==> src/rtl/div_frac_pkg.sv <==
// div_frac_pkg: shared widths, mode encoding, FSM states and lane helpers for the fracturable divider.
package div_frac_pkg;
    localparam int DW   = 36;
    localparam int LW9  = DW / 4;
    localparam int LW18 = DW / 2;
    localparam logic [1:0] MODE_4X9  = 2'b01;
    localparam logic [1:0] MODE_2X18 = 2'b10;
    typedef enum logic [1:0] {IDLE, BUSY, DONE} state_t;
    function automatic logic [5:0] iter_count(input logic [1:0] mode);
        return (mode == MODE_4X9) ? 6'(LW9) : (mode == MODE_2X18) ? 6'(LW18) : 6'(DW);
    endfunction
    // Bit index 0 is the MSB; lanes are numbered from the MSB end.
    function automatic logic [1:0] lane_of(input logic [1:0] mode, input int i);
        return (mode == MODE_4X9) ? 2'(i / LW9) : (mode == MODE_2X18) ? 2'(i / LW18) : 2'd0;
    endfunction
    function automatic logic is_lsb(input logic [1:0] mode, input int i);
        return (mode == MODE_4X9) ? (i % LW9 == LW9 - 1) : (mode == MODE_2X18) ? (i % LW18 == LW18 - 1) : (i == DW - 1);
    endfunction
endpackage

==> src/rtl/frac_sub_36.sv <==
// frac_sub_36: per-lane (W+1)-bit subtractor built from 9-bit chunks with borrow cuts at lane boundaries.
module frac_sub_36
    import div_frac_pkg::*;
(
    input  logic [1:0]    mode_i,
    input  logic [0:DW-1] a_i,
    input  logic [0:3]    a_top_i,
    input  logic [0:DW-1] b_i,
    output logic [0:DW-1] diff_o,
    output logic [0:3]    neg_o
);
    logic           m9, m18, b_c;
    logic [LW9:0]   t;
    logic [0:3]     br;
    assign m9  = mode_i == MODE_4X9;
    assign m18 = mode_i == MODE_2X18;
    always_comb begin
        b_c    = 1'b0;
        t      = '0;
        br     = '0;
        diff_o = '0;
        // Chunk 3 is least significant; the borrow ripples toward chunk 0 unless a lane starts there.
        for (int c = 3; c >= 0; c--) begin
            b_c = (c == 3 || m9 || (m18 && c == 1)) ? 1'b0 : b_c;
            t = {1'b0, a_i[c*LW9 +: LW9]} - {1'b0, b_i[c*LW9 +: LW9]} - (LW9+1)'(b_c);
            diff_o[c*LW9 +: LW9] = t[LW9-1:0];
            br[c] = t[LW9];
            b_c = t[LW9];
        end
        neg_o[0] = br[0] & ~a_top_i[0];
        neg_o[1] = m9 ? br[1] & ~a_top_i[1] : m18 ? br[2] & ~a_top_i[1] : 1'b0;
        neg_o[2] = m9 & br[2] & ~a_top_i[2];
        neg_o[3] = m9 & br[3] & ~a_top_i[3];
    end
endmodule

==> src/rtl/div_36x36_frac.sv <==
// div_36x36_frac: restoring divider, one quotient bit per clock, fracturable as 4x9, 2x18 or 1x36.
module div_36x36_frac
    import div_frac_pkg::*;
(
    input  logic          clk,
    input  logic          rst_n,
    input  logic [0:1]    mode_i,
    input  logic [0:DW-1] dividend_i,
    input  logic [0:DW-1] divisor_i,
    input  logic          in_valid_i,
    output logic          in_ready_o,
    output logic [0:DW-1] quotient_o,
    output logic [0:DW-1] remainder_o,
    output logic [0:3]    div_by_zero_o,
    output logic          out_valid_o,
    input  logic          out_ready_i
);
    state_t        state_q, state_d;
    logic [1:0]    mode_q, mode_d;
    logic [5:0]    cnt_q, cnt_d;
    logic [0:DW-1] r_q, r_d, q_q, q_d, d_q, d_d;
    logic [0:DW-1] r_sh, q_top, diff, r_nx, q_nx;
    logic [0:3]    dz_q, dz_d, dz_in, top, neg;
    logic          m9, m18, i9, i18;
    assign m9  = mode_q == MODE_4X9;
    assign m18 = mode_q == MODE_2X18;
    assign i9  = mode_i == MODE_4X9;
    assign i18 = mode_i == MODE_2X18;
    // Per-lane left shift of {R,Q}: each lane's Q MSB drops into the same lane's R LSB.
    always_comb begin
        q_top = m9 ? q_q >> (LW9 - 1) : m18 ? q_q >> (LW18 - 1) : q_q >> (DW - 1);
        r_sh  = r_q << 1;
        for (int i = 0; i < DW; i++)
            r_sh[i] = is_lsb(mode_q, i) ? q_top[i] : r_sh[i];
        top = {r_q[0], m9 ? r_q[LW9] : m18 ? r_q[LW18] : 1'b0, m9 & r_q[2*LW9], m9 & r_q[3*LW9]};
    end
    frac_sub_36 u_sub (
        .mode_i  (mode_q),
        .a_i     (r_sh),
        .a_top_i (top),
        .b_i     (d_q),
        .diff_o  (diff),
        .neg_o   (neg)
    );
    always_comb begin
        r_nx = r_sh;
        q_nx = q_q << 1;
        for (int i = 0; i < DW; i++) begin
            r_nx[i] = neg[lane_of(mode_q, i)] ? r_sh[i] : diff[i];
            q_nx[i] = is_lsb(mode_q, i) ? ~neg[lane_of(mode_q, i)] : q_nx[i];
        end
    end
    always_comb begin
        dz_in[0] = i9 ? divisor_i[0 +: LW9] == '0 : i18 ? divisor_i[0 +: LW18] == '0 : divisor_i == '0;
        dz_in[1] = i9 ? divisor_i[LW9 +: LW9] == '0 : i18 ? divisor_i[LW18 +: LW18] == '0 : 1'b0;
        dz_in[2] = i9 && divisor_i[2*LW9 +: LW9] == '0;
        dz_in[3] = i9 && divisor_i[3*LW9 +: LW9] == '0;
    end
    always_comb begin
        state_d = state_q;
        mode_d  = mode_q;
        cnt_d   = cnt_q;
        r_d     = r_q;
        q_d     = q_q;
        d_d     = d_q;
        dz_d    = dz_q;
        case (state_q)
            IDLE: if (in_valid_i) begin
                state_d = BUSY;
                mode_d  = mode_i;
                cnt_d   = iter_count(mode_i);
                r_d     = '0;
                q_d     = dividend_i;
                d_d     = divisor_i;
                dz_d    = dz_in;
            end
            BUSY: begin
                state_d = (cnt_q == 6'd1) ? DONE : BUSY;
                cnt_d   = cnt_q - 6'd1;
                r_d     = r_nx;
                q_d     = q_nx;
            end
            DONE: state_d = out_ready_i ? IDLE : DONE;
            default: state_d = IDLE;
        endcase
    end
    always_ff @(posedge clk) begin
        if (!rst_n) begin
            state_q <= IDLE;
            mode_q  <= '0;
            cnt_q   <= '0;
            r_q     <= '0;
            q_q     <= '0;
            d_q     <= '0;
            dz_q    <= '0;
        end else begin
            state_q <= state_d;
            mode_q  <= mode_d;
            cnt_q   <= cnt_d;
            r_q     <= r_d;
            q_q     <= q_d;
            d_q     <= d_d;
            dz_q    <= dz_d;
        end
    end
    assign in_ready_o    = rst_n && state_q == IDLE;
    assign out_valid_o   = state_q == DONE;
    assign quotient_o    = q_q;
    assign remainder_o   = r_q;
    assign div_by_zero_o = dz_q;
endmodule

==> config.mk <==
export PLATFORM = sky130hd
export DESIGN_NAME = div_36x36_frac
export DESIGN_NICKNAME = d
export VERILOG_FILES = /design/src/rtl/div_frac_pkg.sv /design/src/rtl/frac_sub_36.sv /design/src/rtl/div_36x36_frac.sv
export SDC_FILE = /design/constraint.sdc
export NUM_CORES = 1
export LEC_CHECK = 0
export ABC_AREA = 0
export CORE_MARGIN = 2
export CORE_UTILIZATION = 30
export DETAILED_ROUTE_END_ITERATION = 10
export MAX_ROUTING_LAYER = met4
export PLACE_DENSITY_LB_ADDON = 0.08
export SETUP_SLACK_MARGIN = 0.1
export SLEW_MARGIN = 25
export SYNTH_ARGS = -nofsm -noshare
export SYNTH_HDL_FRONTEND = slang
export SYNTH_HIERARCHICAL = 1
export SYNTH_SLANG_ARGS = --single-unit
==> constraint.sdc <==
create_clock -name clk -period 10.05 [get_ports clk]
set_input_delay 1.005 -clock clk [delete_from_list [all_inputs] [get_ports clk]]
set_output_delay 1.005 -clock clk [all_outputs]
set_load 0.02 [all_outputs]
==> flow_metrics.py <==
metrics = {
    "run_status": {
        "status": "completed",
    },
    "critical_path": {
        "r2r_slack_ns": 1.01,
        "cp.depth": 40,
        "worstSetupStartpoint": "mode_q[0]",
        "cp-end-kind": "flip-flop",
        "cpPeakStageDelay_ns": 0.64,
        "worstPathRequired_ns": 10.31,
        "cp_top_family": "compound AO/OA/AOI/OAI gates",
        "critPathLaunchType": "flip-flop",
        "worstPathMaxFanout": 11,
        "r2r-end": "remainder_o[9]",
        "endpoint": "remainder_o[9]",
        "crit_arrival_ns": 9.30,
        "crit_type": "flip-flop to flip-flop",
        "cp_num_buf_inv": 4,
        "path_common_cell": "ha_1",
        "crit_slowest_cell": "mux2i_2",
        "reg2regPathDepth": 40,
        "r2r-start": "mode_q[0]",
    },
    "floorplanning": {
        "io_pins": 156,
        "core_area_um2": 26100,
        "initial_core_util_pct": 30.5,
        "fp.dieH_um": 167,
        "dieArea_um2": 27800,
        "die_w_um": 167,
        "num_rows": 59,
    },
    "sta": {
        "maxSlewHeadroom_pct": 44.6,
        "fin_crit_sh_pct": 90.0,
        "hold_viol": 0,
        "rsz0062_at_grt": "no",
        "setup_viol": 0,
        "worst_pin_slew_ns": 0.829,
        "max_freq_ghz": 0.111,
        "finalMaxSlewViolations": 0,
        "setup-tns-final_ns": 0,
        "fin_skew_ns": 0.0132,
        "layout_min_cycle_time_ns": 9.04,
    },
    "synth": {
        "synth.distinct_cells": 70,
        "ys_seq_area_share_pct": 30.7,
        "ys.flop_type": "dfxtp_1",
        "async_flop_share_pct": 0,
        "synth_edf_count": 0,
        "syn_nets": 1154,
        "netlist_area_um2": 7950,
        "yosysWarningCount": 6,
        "syn-mean-instance-area_um2": 7.92,
        "synth_seq_cells": 122,
        "netlist_instances": 1003,
    },
    "finish": {
        "drive_above_1_share_pct": 7.00,
        "nets": 1252,
        "syn2layout_area_growth_pct": 27.1,
        "diodes": 0,
        "post-route-util_pct": 38.8,
    },
    "global_routing": {
        "grt_pass1_vias": 6754,
        "grt_max_degree": 58,
        "antenna_found_initial": 0,
        "overflow": 0,
        "grt_pass1_wl_um": 36100,
        "globalRouteTotalUtil_pct": 16.6,
    },
    "route": {
        "first_pass_iters": 4,
        "wire_per_inst_um": 15.6,
        "vias_per_cell": 4.75,
        "drtIter0Drc": 272,
        "vias": 6876,
        "wl_um": 22600,
        "drc_errors": 0,
        "ant_nets": 0,
    },
    "cts": {
        "clock-sinks": 122,
        "cts-root-buf": "clkbuf_16",
        "cts_hold_buf": 0,
        "cts_tree": "built",
        "post_cts_buffers": 0,
        "htreeDepth": 4,
        "cts_buffer_depth": 2,
        "clock_latency_ns": 0.42,
        "cts.clk_slew.worst_paths_ns": 0.06,
        "cts-buffers-inserted": 17,
    },
    "pwr": {
        "p_per_area_nw_per_um2": 262,
        "peakVddDrop_mv": 0.129,
        "p_leak_nw": 4.05,
    },
    "placement": {
        "io_buffers": 155,
        "post-dp-hpwl_um": 16300,
        "gp_congestion": 0.803,
    },
    "job": {
        "max_cap_viol_count": 0,
    },
    "worst_hold_path": {
        "hold_depth": 2,
        "hp-class": "flip-flop to flip-flop",
    },
}
[worst reg2reg max path: cells and delay by family, from the launching register on]
kind	cells	cell delay [ns]
AO/OA/AOI/OAI	17	3.42
XOR/XNOR	3	0.66
buffers and inverters	4	0.27
AND/OR/NAND/NOR	5	0.50
adder cells (fa/ha/maj)	8	2.44
multiplexers	3	1.18
flip-flops	1	0.40
[how the worst min path moves through the flow]
stage	from	to	slack, ns
6_report	d_q[8]	d_q[8]	0.46
3_5_place_dp	div_by_zero_o[2]	div_by_zero_o[2]	0.45
4_1_cts	div_by_zero_o[2]	div_by_zero_o[2]	0.46
5_1_grt	d_q[13]	d_q[13]	0.48
2_1_floorplan	d_q[17]	d_q[17]	0.44
3_3_place_gp	d_q[8]	d_q[8]	0.45
[area by class of cell]
type	count	area, um2
Sequential cell	122	2440
Timing Repair Buffer	164	1630
Clock inverter	12	149
Inverter	102	384
Fill cell	2707	16000
Multi-Input combinational cell	694	4630
Tap cell	335	419
Clock buffer	20	447
[cell usage in the layout (no fill, tap or decap), types with 3 or more instances in the layout]
cell / synthesis / routed
nand2b_1: 8 / 7
a21oi_1: 71 / 71
clkbuf_16: 0 / 17
nand3_1: 18 / 18
dfxtp_1: 122 / 122
or3_1: 4 / 4
and2_1: 3 / 3
clkinv_2: 0 / 5
or4_4: 3 / 3
o21ai_1: 19 / 19
a211oi_1: 3 / 3
a31oi_1: 11 / 11
a311oi_1: 33 / 33
ha_1: 66 / 66
buf_4: 37 / 8
nand2_1: 187 / 187
nor2b_1: 10 / 10
clkdlybuf4s50_1: 0 / 155
bufinv_16: 0 / 3
nand3b_1: 6 / 6
xor2_1: 15 / 15
xnor2_1: 13 / 13
inv_1: 102 / 101
o21ai_0: 15 / 15
clkinvlp_4: 0 / 4
a221oi_1: 3 / 3
nor4_4: 3 / 3
fa_1: 7 / 7
mux2i_1: 33 / 32
mux2_2: 11 / 11
nor2_1: 84 / 83
nor3_1: 15 / 15
a21o_1: 3 / 3
[power breakdown]
part / internal [mW] / total [mW] / switching [mW]
clock network: 0.395 / 0.633 / 0.238
logic: 0.659 / 1.39 / 0.729
registers: 0.553 / 0.628 / 0.0753
[cell families after synthesis]
group | Yosys count | share of synthesized area, %
multiplexers | 46 | 6.28
flip-flops | 122 | 30.7
AO/OA/AOI/OAI | 187 | 15.4
buffers and inverters | 187 | 11.2
XOR/XNOR | 28 | 3.09
adder cells (fa/ha/maj) | 73 | 12.2
AND/OR/NAND/NOR | 360 | 21.1
[metal layers]
metal / share of wire [%] / track usage, %
met3: 2.9 / 2.78
met4: 1.6 / 4.69
met1: 48 / 21.5
met2: 47 / 26.9
met5: 0 / -
[flip-flops by register name (all words and copies together) (netlist names)]
register	cells
div_by_zero_o	4
cnt_q	6
remainder_o	36
mode_q	2
d_q	36
state_q	2
quotient_o	36
[metrics by stage]
stage	setup WS [ns]	power [mW]	instances	area, um2	hold WS (ns)
floorplan	2.16	1.72	1003	7950	0.436
global placement	1.08	2.03	1416	9480	0.446
detailed placement	0.921	2.03	1417	9500	0.447
CTS	0.891	2.69	1449	10100	0.459
global route	0.252	2.85	1449	10100	0.478
finish	1.01	2.65	1449	10100	0.457
[cells in the mapped netlist, types with 3 or more instances]
library cell | n | share of area (%)
nand2_1 | 187 | 8.8
dfxtp_1 | 122 | 31
inv_1 | 102 | 4.8
nor2_1 | 84 | 4.0
a21oi_1 | 71 | 4.5
ha_1 | 66 | 10
buf_4 | 37 | 3.5
a311oi_1 | 33 | 3.6
mux2i_1 | 33 | 4.2
buf_2 | 24 | 1.5
clkbuf_1 | 19 | 0.90
o21ai_1 | 19 | 1.2
nand3_1 | 18 | 1.1
nor3_1 | 15 | 0.94
o21ai_0 | 15 | 0.94
xor2_1 | 15 | 1.7
xnor2_1 | 13 | 1.4
a31oi_1 | 11 | 0.87
mux2_2 | 11 | 1.6
nor2b_1 | 10 | 0.79
nand2b_1 | 8 | 0.63
fa_1 | 7 | 1.8
nand3b_1 | 6 | 0.57
or3_1 | 4 | 0.31
a211oi_1 | 3 | 0.28
a21o_1 | 3 | 0.28
a221oi_1 | 3 | 0.33
and2_1 | 3 | 0.24
buf_6 | 3 | 0.43
nor4_4 | 3 | 0.80
or4_4 | 3 | 0.43
[repair_timing]
action	CTS	global route
endpoints found under the setup margin	0	5
gates resized for setup	0	1
endpoints found under the hold margin	0	0
No activity file was read; power rests on OpenSTA's default activity.
